==> src/rtl/chacha20_inv_quarter_round.sv <==
// Inverse ChaCha20 quarter-round. A four-stage valid/ready pipeline that
// recovers the pre-round (a,b,c,d) tuple from a post-round tuple.
module chacha20_inv_quarter_round #(
   parameter int DATA_WIDTH = 32,
   parameter int ROT1       = 16,
   parameter int ROT2       = 12,
   parameter int ROT3       = 8,
   parameter int ROT4       = 7
) (
   input  logic                  i_aclk,
   input  logic                  i_aresetn,
   input  logic                  i_valid,
   output logic                  o_ready,
   input  logic [DATA_WIDTH-1:0] i_a,
   input  logic [DATA_WIDTH-1:0] i_b,
   input  logic [DATA_WIDTH-1:0] i_c,
   input  logic [DATA_WIDTH-1:0] i_d,
   output logic                  o_valid,
   input  logic                  i_ready,
   output logic [DATA_WIDTH-1:0] o_a,
   output logic [DATA_WIDTH-1:0] o_b,
   output logic [DATA_WIDTH-1:0] o_c,
   output logic [DATA_WIDTH-1:0] o_d
);

   if (DATA_WIDTH != 32) begin : g_width_check
      $error("chacha20_inv_quarter_round: only DATA_WIDTH = 32 is supported");
   end

   typedef struct packed {
      logic                  v;
      logic [DATA_WIDTH-1:0] a;
      logic [DATA_WIDTH-1:0] b;
      logic [DATA_WIDTH-1:0] c;
      logic [DATA_WIDTH-1:0] d;
   } stage_t;

   function automatic logic [DATA_WIDTH-1:0] ror(input logic [DATA_WIDTH-1:0] x,
                                                 input int unsigned n);
      return (x >> n) | (x << (DATA_WIDTH - n));
   endfunction

   stage_t s1_q, s2_q, s3_q, s4_q;
   stage_t s1_d, s2_d, s3_d, s4_d;
   logic   advance;

   // The whole pipe moves in lock-step, so bubbles are preserved.
   assign advance = ~s4_q.v | i_ready;
   assign o_ready = advance;

   // Each stage undoes one forward step, last forward step first.
   always_comb begin
      s1_d   = '{v: i_valid, a: i_a, b: i_b, c: i_c, d: i_d};
      s1_d.b = ror(i_b, ROT4) ^ i_c;
      s1_d.c = i_c - i_d;

      s2_d   = s1_q;
      s2_d.d = ror(s1_q.d, ROT3) ^ s1_q.a;
      s2_d.a = s1_q.a - s1_q.b;

      s3_d   = s2_q;
      s3_d.b = ror(s2_q.b, ROT2) ^ s2_q.c;
      s3_d.c = s2_q.c - s2_q.d;

      s4_d   = s3_q;
      s4_d.d = ror(s3_q.d, ROT1) ^ s3_q.a;
      s4_d.a = s3_q.a - s3_q.b;
   end

   // NOTE: data registers are reset along with the valid bits so the outputs
   // read zero during reset; invalid stages otherwise load whatever arrives.
   always_ff @(posedge i_aclk or negedge i_aresetn) begin
      if (!i_aresetn) begin
         s1_q <= '0;
         s2_q <= '0;
         s3_q <= '0;
         s4_q <= '0;
      end else if (advance) begin
         // NOTE: non-blocking so every stage samples its predecessor's old value.
         s1_q <= s1_d;
         s2_q <= s2_d;
         s3_q <= s3_d;
         s4_q <= s4_d;
      end
   end

   assign o_valid = s4_q.v;
   assign o_a     = s4_q.a;
   assign o_b     = s4_q.b;
   assign o_c     = s4_q.c;
   assign o_d     = s4_q.d;

endmodule

==> config.mk <==
export PLATFORM = sky130hd
export DESIGN_NAME = chacha20_inv_quarter_round
export DESIGN_NICKNAME = d
export VERILOG_FILES = /design/src/rtl/chacha20_inv_quarter_round.sv
export SDC_FILE = /design/constraint.sdc
export NUM_CORES = 1
export LEC_CHECK = 0
export ABC_AREA = 1
export BUFFER_PORTS_ARGS = -buffer_cell sky130_fd_sc_hd__clkbuf_2
export CAP_MARGIN = 25
export CORE_UTILIZATION = 55
export CTS_CLUSTER_DIAMETER = 120
export DETAILED_ROUTE_END_ITERATION = 8
export PLACE_DENSITY_LB_ADDON = 0.08
export SETUP_SLACK_MARGIN = 0.05
export SYNTH_ARGS = -nofsm -noshare
export SYNTH_HDL_FRONTEND = slang
export SYNTH_SLANG_ARGS = --single-unit
==> constraint.sdc <==
create_clock -name i_aclk -period 2.2 [get_ports i_aclk]
set_input_delay 0.11 -clock i_aclk [delete_from_list [all_inputs] [get_ports i_aclk]]
set_output_delay 0.11 -clock i_aclk [all_outputs]
set_load 0.05 [all_outputs]
==> key figures <==
Synthesis
  • Register area share after synthesis: a little over two fifths
  • EDFF count, synth: 0
  • Cells after synthesis: between 4000 and 5000
  • Seq cells post-synth: between 500 and 600
  • Syn Nets: ~4400
  • Primary FF master, synth: dfrtp_1
  • Netlist cell types: 36
  • Asr flop ratio synth: 100.0%
  • Yosys Warn Count: 0
  • Post-Synthesis Cell Area: roughly 30000 um2
  • Synth Area per Inst: between 7 and 8 um2

Final layout
  • Commonest non-fill, non-tap cell in the layout: nand2_1
  • Final #Nets: around 4800
  • Post-Layout Cell Count: roughly 5300
  • ANT cells: 0
  • Synthesis-to-finish area growth: 20.23%
  • Most frequent cells in the layout: nand2_1, inv_1, dfrtp_1
  • Share of cells above drive strength 1: 13.14%

Drt
  • Vias/cell: about 5.3
  • Pre-antenna DRT Iters: 6
  • Drc violations: 0
  • Antenna Violating Nets Remaining: 0
  • Avg WL per Cell: between 15 and 20 um
  • Via Count: about 28000
  • Starting DRT DRC Count: roughly 2500
  • Final wirelength: 103.1 mm

Placement
  • Placed Cells: a little over 5000
  • Placer congestion estimate: 0.9968
  • Port Buffers: approximately 260
  • Dpl hpwl: approximately 80 mm

Setup path
  • Startpoint types: flip-flop
  • CP endpoint kind: flip-flop
  • CP top delay family: simple AND/OR/NAND/NOR gates
  • Critical path cell sequence: inv_2 -> ha_2 -> nand2_1 -> inv_1 -> nand2_1 -> nand2_1 -> inv_1 -> nand3_2 -> nand3_1 -> nand3b_1 -> nand3_1 -> nand2_1
  • Worst Path Buf+Inv: 3
  • CP dominant cell by count: nand2_1
  • Slowest Stage Delay on Critical Path: just under 400 ps
  • Slowest cell on crit path: dfrtp_1
  • Critical path arrival: 2590 ps
  • Worst EP required: between 2000 and 3000 ps
  • Critical path class: flip-flop to flip-flop
  • CP Max Fanout: 5

GRT
  • Overflow after GRT: 0
  • Vias in the first global route: ~26000
  • Initial antenna violation count: 4
  • Pin count of the biggest net entering global routing: about 180
  • First-pass GRT wire length: between 150 and 200 mm
  • All-Layer GR Usage: about two fifths

Job
  • # Max-Cap Violations: 0

Die
  • DIE AREA: between 50000 and 60000 um2
  • Die height: around 230 um
  • Core Area: 52970 um2
  • Top-Level Pins: 262
  • Starting Density: between 50 and 60%
  • Row Count: 84
  • Die X: approximately 230 um

Timing
  • Final period util: about 95%
  • Max Clock Skew: roughly 20 ps
  • Fmax: between 400 and 500 MHz
  • Min Tclk post-route: 2098 ps
  • Slew @ Worst Pin: approximately 800 ps
  • Final setup viols: 0
  • Setup repair after global routing missed its margin: yes
  • Final Slew Violations: 0
  • Max_slew headroom: 47.30%
  • Post-route setup TNS: 0 ps
  • Hold Fails Final Rpt: 0

Clock tree
  • Clock Latency Late Sink: about 610 ps
  • Clock Path Buffers: 3
  • Clock Sinks: between 500 and 600
  • Root buf cell: clkbuf_16
  • CTS tree: yes
  • TritonCTS buffer count: 53
  • CTS clock-pin slew for the worst setup and hold paths: around 60 ps
  • H-tree levels: 2

Worst hold path
  • Hold crit path type: input port to flip-flop

Power and ir drop
  • Cell area power density: approximately 1800 nW/um2
  • Leak: ~19 nW
  • Worst VDD drop: approximately 0.0011 V

Outcome
  • Outcome: completed
power by group:
group          internal, W  switching, W  total [W]
clock network      0.00555       0.00384    0.00938
logic               0.0115        0.0249     0.0364
registers           0.0141       0.00366     0.0177
total               0.0311        0.0324     0.0635
routing by layer:
layer  wire length, um  track usage [%]  share of wire [%]
met1             45770            53.27                 44
met2             44730            58.50                 43
met3              6927            5.124                6.7
met4              5683            17.88                5.5
met5                23                0              0.022
state kept, by name, indices dropped and copies added, names as in the netlist:
signal / flops
s1_q: 129
s2_q: 129
s3_q: 129
o_valid: 1
o_b: 32
o_d: 32
o_c: 32
o_a: 32
metrics by stage:
stage / setup WS (ps) / instance area, um2 / hold slack, ps / power, W / utilization [%]
floorplan: 379.8 / 29740 / -185.6 / 0.04082 / -
global placement: 8.673 / 32450 / 92.06 / 0.05257 / 61.26
global route: 31.30 / 35760 / 41.81 / 0.06809 / 67.51
CTS: 24.11 / 35580 / 18.42 / 0.06263 / 67.17
detailed placement: 6.325 / 32450 / 95.70 / 0.05287 / 61.26
finish: 101.7 / 35760 / 43.02 / 0.06352 / 67.51
final cells by class:
type / count / area, um2
multi-input combinational: 2857 / 14060
fill: 4636 / 17210
inverter: 624 / 2359
timing repair buffer: 512 / 3749
clock inverter: 20 / 245.2
clock buffer: 75 / 1572
tap: 688 / 860.8
sequential: 516 / 12910
cell usage after synthesis (12+ instances only):
library cell | instances | area share (%)
nand3b_1 | 18 | 0.45
o21ai_1 | 12 | 0.20
xor2_1 | 27 | 0.80
inv_1 | 615 | 7.8
clkbuf_1 | 22 | 0.28
nand2_2 | 46 | 0.97
o21bai_1 | 12 | 0.30
ha_1 | 124 | 5.2
buf_4 | 16 | 0.40
a21oi_1 | 104 | 1.8
nor3_1 | 13 | 0.22
o21ai_0 | 326 | 5.5
dfrtp_1 | 516 | 43
nor2_1 | 176 | 2.2
buf_2 | 73 | 1.2
xnor2_1 | 131 | 3.9
nand4_1 | 12 | 0.25
nand2_1 | 1645 | 21
nand3_1 | 166 | 2.8
repair_timing:
item	4_1_cts	5_1_grt
setup endpoints to repair	6	41
gates cloned	0	0
hold endpoints to repair	550	0
gates resized for setup	3	54
hold buffers	129	0
buffers inserted	1	2
pin swaps	0	1
cell families (layout without fill, tap and decap cells):
| logic type | after synthesis | in the layout | share of synthesized area (%) |
|---|---|---|---|
| AOI/OAI and AO/OA | 466 | 466 | 8.048 |
| xor gates and xnor gates | 158 | 158 | 4.653 |
| adders and majority gates | 128 | 128 | 5.486 |
| buffers and inverters | 738 | 1231 | 9.874 |
| DFF | 516 | 516 | 43.42 |
| and+or+nand+nor | 2105 | 2105 | 28.52 |
path summary, 6_finish.rpt:
kind	start	endpoint	slack, ps	depth (start not counted)
max reg2reg	s2_q[8]	s3_q[49]	100	12
min reg2reg	s3_q[128]	o_valid	450	2
min in group asynchronous	i_aresetn	o_a[10]	50	2
max	s2_q[8]	s3_q[49]	100	12
max in group asynchronous	i_aresetn	s3_q[9]	1330	4
min	i_c[0]	s1_q[64]	40	3
tightest hold or removal path, stage by stage:
cell      delay (ps)
clkbuf_2         100
xnor2_1          200
o21ai_0          190
No activity file was read; power rests on OpenSTA's default activity.
